### src/rtl/sram_controller.sv
// rtl/sram_controller.sv - 32-bit data-memory responder over a 16-bit asynchronous SRAM
// Each word is split into two half-word accesses; ready stays low until the word completes.
module sram_controller #(
  parameter int          ACCESS_CYCLES = 3,
  parameter logic [31:0] BASE_ADDR     = 32'd1024
) (
  input  logic        clk,
  input  logic        rst,
  input  logic        wr_en,
  input  logic        rd_en,
  input  logic [31:0] address,
  input  logic [31:0] write_data,
  output logic [31:0] read_data,
  output logic        ready,
  output logic [17:0] sram_addr,
  output logic [15:0] sram_dq_out,
  input  logic [15:0] sram_dq_in,
  output logic        sram_dq_oe,
  output logic        sram_we_n
);

  typedef enum logic [1:0] {IDLE, LOW, HIGH, DONE} state_t;

  localparam logic [3:0] CNT_LOAD = 4'(ACCESS_CYCLES - 1);

  state_t      state, state_nx;
  logic [3:0]  cnt;
  logic        is_write;
  logic        req;
  logic        phase_end;
  logic [31:0] word_off;
  logic [16:0] idx;
  logic        unused_addr_bits;

  logic [17:0] sram_addr_nx;
  logic [15:0] sram_dq_out_nx;
  logic        sram_dq_oe_nx;
  logic        sram_we_n_nx;

  assign req              = wr_en | rd_en;
  assign phase_end        = (cnt == 4'd0);
  assign word_off         = address - BASE_ADDR;
  assign idx              = word_off[18:2];
  assign unused_addr_bits = &{1'b0, word_off[31:19], word_off[1:0]};

  always_ff @(posedge clk) begin
    if (rst) state <= IDLE;
    else     state <= state_nx;
  end

  always_comb begin
    state_nx = state;
    case (state)
      IDLE:    if (req) state_nx = LOW;
      LOW:     if (phase_end) state_nx = HIGH;
      HIGH:    if (phase_end) state_nx = DONE;
      default: state_nx = IDLE;
    endcase
  end

  // SRAM pins are registered and only reloaded on state transitions, so they hold across each half-phase.
  always_comb begin
    ready          = !(((state != DONE) && req) || (state == LOW) || (state == HIGH));
    sram_addr_nx   = sram_addr;
    sram_dq_out_nx = sram_dq_out;
    sram_dq_oe_nx  = sram_dq_oe;
    sram_we_n_nx   = sram_we_n;
    case (state)
      IDLE: if (req) begin
        sram_addr_nx   = {idx, 1'b0};
        sram_dq_out_nx = write_data[15:0];
        sram_dq_oe_nx  = wr_en;
        sram_we_n_nx   = !wr_en;
      end
      LOW: if (phase_end) begin
        sram_addr_nx   = {idx, 1'b1};
        sram_dq_out_nx = write_data[31:16];
      end
      HIGH: if (phase_end) begin
        sram_addr_nx   = 18'd0;
        sram_dq_out_nx = 16'd0;
        sram_dq_oe_nx  = 1'b0;
        sram_we_n_nx   = 1'b1;
      end
      default: ;
    endcase
  end

  always_ff @(posedge clk) begin
    if (rst) begin
      cnt         <= 4'd0;
      is_write    <= 1'b0;
      read_data   <= 32'd0;
      sram_addr   <= 18'd0;
      sram_dq_out <= 16'd0;
      sram_dq_oe  <= 1'b0;
      sram_we_n   <= 1'b1;
    end else begin
      sram_addr   <= sram_addr_nx;
      sram_dq_out <= sram_dq_out_nx;
      sram_dq_oe  <= sram_dq_oe_nx;
      sram_we_n   <= sram_we_n_nx;
      case (state)
        IDLE: begin
          if (req) begin
            cnt      <= CNT_LOAD;
            is_write <= wr_en;
          end
        end
        LOW: begin
          if (phase_end) begin
            cnt <= CNT_LOAD;
            if (!is_write) read_data[15:0] <= sram_dq_in;
          end else begin
            cnt <= cnt - 4'd1;
          end
        end
        HIGH: begin
          if (phase_end) begin
            cnt <= 4'd0;
            if (!is_write) read_data[31:16] <= sram_dq_in;
          end else begin
            cnt <= cnt - 4'd1;
          end
        end
        default: cnt <= 4'd0;
      endcase
    end
  end

endmodule

### config.mk
export PLATFORM = sky130hd
export DESIGN_NAME = sram_controller
export DESIGN_NICKNAME = d
export VERILOG_FILES = /design/src/rtl/sram_controller.sv
export SDC_FILE = /design/constraint.sdc
export NUM_CORES = 1
export LEC_CHECK = 0
export BUFFER_PORTS_ARGS = -buffer_cell sky130_fd_sc_hd__buf_2
export CAP_MARGIN = 25
export CORE_UTILIZATION = 40
export DETAILED_ROUTE_END_ITERATION = 10
export PLACE_DENSITY = 0.67
export SYNTH_ARGS = -nofsm -noshare
export SYNTH_HDL_FRONTEND = slang
export SYNTH_SLANG_ARGS = --single-unit
### constraint.sdc
create_clock -name clk -period 4 [get_ports clk]
set_clock_uncertainty 0.2 [all_clocks]
set_input_delay 0.4 -clock clk [delete_from_list [all_inputs] [get_ports clk]]
set_output_delay 0.4 -clock clk [all_outputs]
set_load 0.05 [all_outputs]
==> impl_summary.md, run 1 <==
Clock tree
TritonCTS created 9 clock buffers. After clock tree synthesis, the repair step resized 0 gates. The maximum level of the CTS H-tree is 3. The master cell of the clock root buffer is clkbuf_8.

The number of hold buffers added after CTS was 0. The number of clock sinks is between 70 and 80. The post-CTS setup-driven buffer insertion count is 0.

The clock insertion delay at the later pin of the skew report is approximately 330 ps. Clock-pin slew was measured on the worst setup and hold paths at around 100 ps. The clock passes through at most 2 buffers. The TritonCTS clock tree is done.

Worst setup path
Data on the critical path is required at its endpoint by 4040 ps. The cell type group with the largest total delay on the critical path is simple AND/OR/NAND/NOR gates. The category of the critical setup timing path is register to register.

The endpoint arrival time on the critical path is 3020 ps. Walking the worst path, the cells encountered are inv_1 -> ha_1 -> nor3b_2 -> a211o_1 -> buf_4 -> a221oi_1 -> nor3_1. The cell at the slowest stage of the critical path is nor3b_2. The number of buffers and inverters on the critical path is 2.

The worst setup path is launched from a register. The peak fanout along the critical path is 25. The capturing element type of the critical path is a register. The largest single stage delay on the critical path is between 800 and 900 ps.

STA
The final period utilization is roughly 74%. Based on the critical path, the design can be clocked at up to 336 MHz. The post-route minimum period is 2970 ps. The accumulated negative setup slack is 0 ps. The relative slew slack is about a third.

The final max-slew violation count was 0. The slew at the pin with the worst max-slew slack is slightly below 1000 ps. The hold violation total from the final report was 0.

Setup violations remaining at the end of the flow were counted as 0. Setup repair after global routing left no endpoint under its margin.

Logic synthesis
In the synthesized netlist, the number of instances is ~370. Synthesis instantiated 43 different standard cells from the library. The synthesized area per cell is between 8 and 9 sq um. The synthesized design contains 75 register bits.

The share of the yosys chip area belonging to registers is between 40 and 50%. The post-synthesis net count is 459. For this run, the number of Yosys warnings is 0. The mapped netlist covers 3180 sq um.

Floorplanning
The initialized floorplan defines 32 standard-cell rows. The initial utilization of the core area, before any placement, comes to between 40% and 50%. The die is between 90 and 100 um wide.

The total area inside the core boundary comes to between 7000 and 8000 sq um. The die area is slightly above 8000 sq um. The die height is ~91 um.

The number of top-level pins is approximately 150.

Global routing
The first global-routing pass estimated roughly 12000 um of wire. Entering global routing, the biggest net connects 48 pins. For met1 alone, demand over resource in global routing was roughly 22%. For this run, global-route usage on met3 was measured as approximately 3.6%. The number of antenna violations at the first check in global routing is 0.

The overall global routing resource usage is between 10% and 20%. The number of global-route vias before repair came to around 2800. The busiest layer in global routing is met2.

Global routing finished with a remaining overflow of 0. In the global route stage, met2 resource usage came out at around 33%.

Cells and area
The number of antenna diodes in the final layout is 0. Compared with the post-synthesis result, the final layout area differs by 28.0%. The proportion of layout cells with a drive suffix above 1 is between 30% and 40%. In the layout the commonest cells are buf_2 (137), dfxtp_1 (75), nand2_1 (72), a21oi_1 (42), nor2_1 (39).

At the end of the flow, the number of nets in the layout was around 580. The library cell used most frequently in the layout, excluding fill and tap cells, is buf_2. The combined flip-flop and latch cell area is 1500 sq um. In the final layout, the multi-input gates occupy roughly 1500 sq um.

The layout has 788 filler cells.

Power and ir drop
The switching fraction of total power is 51.0%. For this design the static power due to leakage is around 1.8 nW. Summed over all nets, the switching power comes to 1.86 mW.

The part of the total power dissipated in the clock network is between 10 and 15%. Per report_power, the sequential group accounts for between 20% and 30% of the total. The power density over the cells is approximately 900 nW/um^2.

The combinational group share of total power is a little under three fifths. VDD sags by at most about 0.00045 V. The total power is 3.65 mW.

The cell internal power dissipation is ~1.8 mW.

Detailed routing
In the routed layout, each cell is associated on average with a via count of around 5. In this run the remaining antenna-violating nets after routing total 0. After detailed routing, the total wire length is roughly 7500 um.

In this run, the number of DRC markers left after iteration 0 of detailed routing was 78. Detailed routing inserted a total of around 3000 vias. After detailed routing, the number of remaining DRC violations is 0.

The routed wire length per instance is roughly 13 um. The pre-antenna-repair detailed-routing pass consisted of 4 iterations.

Run status
The run finished with clean final reports.

Placed design
The congestion estimate from routability-driven global placement came to approximately 0.76. The total half-perimeter wirelength after legalization and detailed placement is approximately 5300 um. The count of buffers added on input and output ports is 137.

Min path
In this run the worst hold path is classified as input pin to register.

Run
The tool flagged a number of max-cap violations equal to 0.
==> tightest hold or removal path, cell delays in order <==
cell and delay (ps):
buf_2 100, nand2_1 50, a21oi_1 50
==> power groups by stage <==
stage / logic (mW) / clock network, mW / registers, mW
floorplan: 1.02 / 0 / 1.73
detailed placement: 2.05 / 0 / 1.09
CTS: 2.06 / 0.553 / 1.07
global route: 2.21 / 0.586 / 1.10
finish: 2.04 / 0.534 / 1.07
global placement: 2.03 / 0 / 1.08
==> layout make-up <==
type	count	share of cell area, %
clock buffer	9	3.04
clock inverter	7	1.48
inverter	8	0.738
multi-input combinational	260	37.5
sequential	75	36.9
tap	102	3.14
timing repair buffer	139	17.2
==> per-layer routing <==
| layer | share of wire (%) | routed length, um |
|---|---|---|
| met1 | 46 | 3430 |
| met2 | 48 | 3620 |
| met3 | 4.9 | 372 |
| met4 | 1.3 | 95 |
| met5 | 0 | 0 |
==> flip-flops by register name, indices dropped and copies added (netlist names) <==
signal	flops
cnt	4
is_write	1
read_data	32
sram_addr	18
sram_dq_oe	1
sram_dq_out	16
sram_we_n	1
state	2
==> cell families (layout without fill, tap and decap cells) <==
family                     count (synthesis)  in the layout  synth area share [%]
buffers and inverters                     34            163                  4.80
DFF                                       75             75                  47.2
adders and majority gates                  6              6                  2.36
and+or+nand+nor                          159            159                  22.7
muxes                                      1              1                 0.315
AOI/OAI and AO/OA                         88             88                  20.9
xor gates and xnor gates                   6              6                  1.65
==> through the flow <==
stage	hold WS [ps]	util [%]	cell area, sq um	worst slack, ps	std cells
CTS	76.8	52.9	4070	1020	600
floorplan	237	-	3180	1860	369
global route	78.9	52.9	4070	832	600
detailed placement	246	50.5	3880	1060	584
finish	92.6	52.9	4070	1030	600
global placement	240	50.5	3880	1150	584
==> synthesized netlist by cell type <==
library cell	count	area, sq um
dfxtp_1	75	1500
nand2_1	72	270
a21oi_1	42	210
nor2_1	39	146
nor3_1	21	105
clkbuf_1	14	52.6
a22oi_1	13	97.6
a221oi_2	11	165
buf_2	8	40.0
inv_1	8	30.0
ha_1	6	75.1
a221oi_1	5	43.8
nand3b_1	5	37.5
nor3b_1	4	30.0
nor4_1	4	25.0
o21ai_1	4	20.0
xnor2_1	4	35.0
and2_1	3	18.8
o21ai_0	3	15.0
a21o_1	2	15.0
buf_4	2	15.0
or4_1	2	15.0
xor2_1	2	17.5
a2111o_1	1	11.3
a2111oi_0	1	8.76
a2111oi_4	1	27.5
a211o_1	1	8.76
a211oi_4	1	20.0
buf_1	1	3.75
buf_6	1	11.3
mux2i_1	1	10.0
nand2b_1	1	6.26
nor2b_1	1	6.26
nor3b_2	1	12.5
nor4b_1	1	8.76
o21a_1	1	7.51
o21bai_1	1	7.51
o31ai_1	1	7.51
or2_2	1	6.26
or3_1	1	6.26
or3b_1	1	8.76
or3b_2	1	8.76
or4b_1	1	10.0
==> path summary, 6_finish.rpt <==
check	cells after the start	slack, ps	from	endpoint
worst max-delay path	7	1030	state[0]	sram_dq_out[1]
worst min-delay path	3	90	sram_dq_in[5]	read_data[21]
worst max register to register	7	1030	state[0]	sram_dq_out[1]
worst min register to register	2	250	read_data[6]	read_data[6]
Note: power is estimated with default switching activity, not from simulation.
==> run 2: changes to the inputs <==
--- a/config.mk
+++ b/config.mk
@@ -5,11 +5,12 @@
 export SDC_FILE = /design/constraint.sdc
 export NUM_CORES = 1
 export LEC_CHECK = 0
+export ABC_AREA = 1
 export BUFFER_PORTS_ARGS = -buffer_cell sky130_fd_sc_hd__buf_2
 export CAP_MARGIN = 25
 export CORE_UTILIZATION = 40
 export DETAILED_ROUTE_END_ITERATION = 10
-export PLACE_DENSITY = 0.67
+export PLACE_DENSITY = 0.66
 export SYNTH_ARGS = -nofsm -noshare
 export SYNTH_HDL_FRONTEND = slang
 export SYNTH_SLANG_ARGS = --single-unit
==> constraint.sdc (replaced) <==
create_clock -name clk -period 2.9 [get_ports clk]
set_clock_uncertainty 0.2 [all_clocks]
set_input_delay 0.29 -clock clk [delete_from_list [all_inputs] [get_ports clk]]
set_output_delay 0.29 -clock clk [all_outputs]
set_load 0.05 [all_outputs]
==> run 2 against run 1 <==
Worst hold slack got worse by 60 ps. Via count rose by 11%. Count of clock-buffer cells in the layout is 2 higher. Routed wire length grew 6.3%. Critical path depth increased by 3.
==> impl_summary.md, run 2 <==
Run status
Result of the run: completed (unchanged).

Detailed routing
The total iterations of the first detailed-routing run is 4 (unchanged). The number of DRC markers in iteration 0 was 79 (was 78). The total routed wirelength was 7990 um (was 7520 um). The vias per cell came to 4.65 (was 5.00). The number of nets with antenna violations after detailed routing is 0 (unchanged).

The DRC violations left was 0 (unchanged). The total via count in the routed design is 3322 (was 3002). The routed wire length per instance is 11.2 um (was 12.5 um).

Worst setup path
The peak fanout along the critical path is 34 (was 25). The critical path data required time is 2910 ps (was 4040 ps). The endpoint arrival time on the critical path is 2230 ps (was 3020 ps).

The category of the critical setup timing path is register to register (unchanged). The capturing element type of the critical path is a register (unchanged). The nature of the critical path startpoint is a register (unchanged).

The launch instance of the worst register-to-register path is state[0] (unchanged). The flop-to-flop setup slack is 680 ps (was 1030 ps). The origin of the worst setup path is state[0] (unchanged).

Clock tree
The number of cells upsized or downsized after cts was 0 (unchanged). The quantity of hold-fixing buffers added after cts is 7 (was 0). The maximum level of the CTS H-tree is 3 (unchanged). The TritonCTS clock tree was done (unchanged). The clock insertion delay at the later pin of the skew report is 340 ps (was 330 ps). The clock transition at the registers of the reported paths was 80 ps (was 100 ps). The maximum number of buffers from clock root to sink is 2 (unchanged). The post-CTS setup-driven buffer insertion count is 0 (unchanged).

The master cell of the clock root buffer was clkbuf_8 (unchanged). The number of buffers created by CTS is 9 (unchanged). The number of clock sinks is 75 (unchanged).

STA
The slew at the pin with the worst max-slew slack was 547 ps (was 988 ps). The highest clock rate was 451 MHz (was 336 MHz). The final period utilization was 76.5% (was 74.3%).

The relative slew slack is 63.5% (was 33.9%). The hold violation total from the final report is 0 (unchanged). The smallest setup slack after layout came to 681 ps (was 1030 ps). The final number of setup-violating endpoints came to 0 (unchanged).

The accumulated negative setup slack is 0 ps (unchanged). The post-route minimum period is 2220 ps (was 2970 ps). Setup repair after global routing missed its margin: no (unchanged). The final max-slew violation count is 0 (unchanged).

Power and ir drop
The power density over the cells is 1300 nW/um^2 (was 896 nW/um^2). The standby leakage power is 2.19 nW (was 1.84 nW). The total power came to 5.73 mW (was 3.65 mW). The peak ir drop on the vdd network is 0.000721 V (was 0.000450 V).

Logic synthesis
The share of the yosys chip area belonging to registers is 44.2% (was 47.2%). The area share of the largest cell type after synthesis is 44.2% (was 47.2%). The total number of yosys warnings is 0 (unchanged). The synthesized area per cell is 7.26 sq um (was 8.62 sq um).

The biggest area consumer among synthesized cells is dfxtp_1 (unchanged). The number of flops mapped to enable cells by yosys was 0 (unchanged). The gate count of the mapped netlist was 468 (was 369). The unique cell type count in the Yosys netlist is 27 (was 43). Area contributors post-synth: dfxtp_1 (44%), nand2_1 (9.3%), o21ai_0 (8.3%), a21oi_1 (6.8%), inv_1 (6.5%) (was dfxtp_1 (47%), nand2_1 (8.5%), a21oi_1 (6.6%), a221oi_2 (5.2%), nor2_1 (4.6%)). The flip-flop cell with the highest count after synthesis is dfxtp_1 (unchanged). Leading cell types by count after synthesis: nand2_1 (84), dfxtp_1 (75), inv_1 (59) (was dfxtp_1 (75), nand2_1 (72), a21oi_1 (42)). The share of synthesized registers carrying an async set or reset is 0% (unchanged). The leading cell type by number of instances after synthesis is nand2_1 (was dfxtp_1). The cell area after synthesis came to 3400 sq um (was 3180 sq um).

The post-synthesis net count is 558 (was 459). The synthesized flop and latch total was 75 (unchanged).

Cells and area
The proportion of layout cells with a drive suffix above 1 is 30.7% (was 34.3%). Top library cells by usage in the layout, fill and taps aside: buf_2 (137), nand2_1 (84), dfxtp_1 (75), inv_1 (59), o21ai_0 (56) (was buf_2 (137), dfxtp_1 (75), nand2_1 (72), a21oi_1 (42), nor2_1 (39)). Largest registers: read_data x32, sram_addr x18, sram_dq_out x16 (unchanged).

The flip-flop count of the largest register, all copies and words added is 32 (unchanged). The register name with the most flops is read_data (unchanged). The combined flip-flop and latch cell area is 1500 sq um (unchanged). The diode insertion count for antenna repair came to 0 (unchanged). The final net count was 695 (was 583).

The fill cell total of the finished layout is 815 (was 788). The final core utilization came to 53.5% (was 52.9%). The area of the multi-input gates is 1540 sq um (was 1530 sq um). The most frequent standard cell in the layout excluding fill and tap cells is buf_2 (unchanged). The signed area change from the synthesized netlist to the final layout was 29.4% (was 28.0%).

Run
The number of max-cap violations is 0 (unchanged).

Min path
The startpoint of the worst hold path was wr_en (was sram_dq_in[5]). The kind of path behind the tightest hold check is input pin to register (unchanged).

Global routing
The pin count of the biggest net entering global routing is 54 (was 48). The number of global-route vias before repair was 3046 (was 2791). The total grt overflow is 0 (unchanged). The wire length of the first global-routing pass is 13000 um (was 12400 um). The overall global routing resource usage is 18.5% (was 18.4%). The number of antenna violations at the first check in global routing is 0 (unchanged).

Floorplanning
The die area was 8870 sq um (was 8310 sq um). The number of placement rows is 33 (was 32). The die height is 94.2 um (was 91.2 um).

The core outline area came to 8220 sq um (was 7690 sq um). The initial standard-cell utilization of the core is 41.3% (was 41.4%). The number of top-level pins is 153 (unchanged). The die width is 94.2 um (was 91.2 um).

Placed design
The routability congestion estimate from global placement is 0.824 (was 0.758). The setup slack after placement is 676 ps (was 1060 ps). The number of input and output port buffers inserted is 137 (unchanged). The total half-perimeter wirelength after legalization and detailed placement was 5670 um (was 5320 um).
-- run 2: area by class of cell --
type                    count  area share, %
well taps                 105           2.99
clock buffers              11           3.22
repair buffers            150           18.3
clock inverters             5           1.20
flip-flops and latches     75           34.1
multi-input cells         308           35.0
inverters                  61           5.21
-- run 2: metal layers --
metal | routed length [um] | part of all wire (%) | track usage (%) | vias up
met5 | 0 | 0 | 0 | -
met4 | 54 | 0.68 | 5.64 | 0
met3 | 612 | 7.7 | 5.74 | 6
met2 | 3840 | 48 | 33.1 | 104
met1 | 3490 | 44 | 20.6 | 1456
li1 | - | - | - | 1756
-- run 2: cells by family after synthesis --
logic type,synth area share (%)
compound gates,18.3
xor+xnor,0.774
fa+ha+maj,2.21
buf+inv,10.5
flops,44.2
simple gates,24.0
-- run 2: per-stage QoR --
step / area (sq um) / hold WS (ps) / cells
after floorplan: 3400 / 159 / 468
after CTS: 4390 / 1.44 / 714
after global routing: 4400 / 35.6 / 715
after global placement: 4120 / 229 / 691
final: 4400 / 33.0 / 715
after detailed placement: 4120 / 235 / 691
-- run 2: where the power goes --
group | switching [mW] | total, mW | internal (mW)
combinational | 2.51 | 3.31 | 0.795
sequential | 0.203 | 1.64 | 1.44
clock | 0.373 | 0.790 | 0.417
-- run 2: final timing paths --
path                    to  cells past startpoint
max          sram_addr[14]                     10
min               is_write                      3
max reg2reg  sram_addr[14]                     10
min reg2reg  read_data[11]                      2
-- run 2: worst max-delay path, stage by stage, from the launching register on --
cell and delay, ps:
dfxtp_1 390, inv_1 110, ha_1 260, inv_1 120, nand2_2 90, nand2_4 100, nand2_4 220, inv_2 360
nor2_1 80, nor2_1 110, nor2_1 40
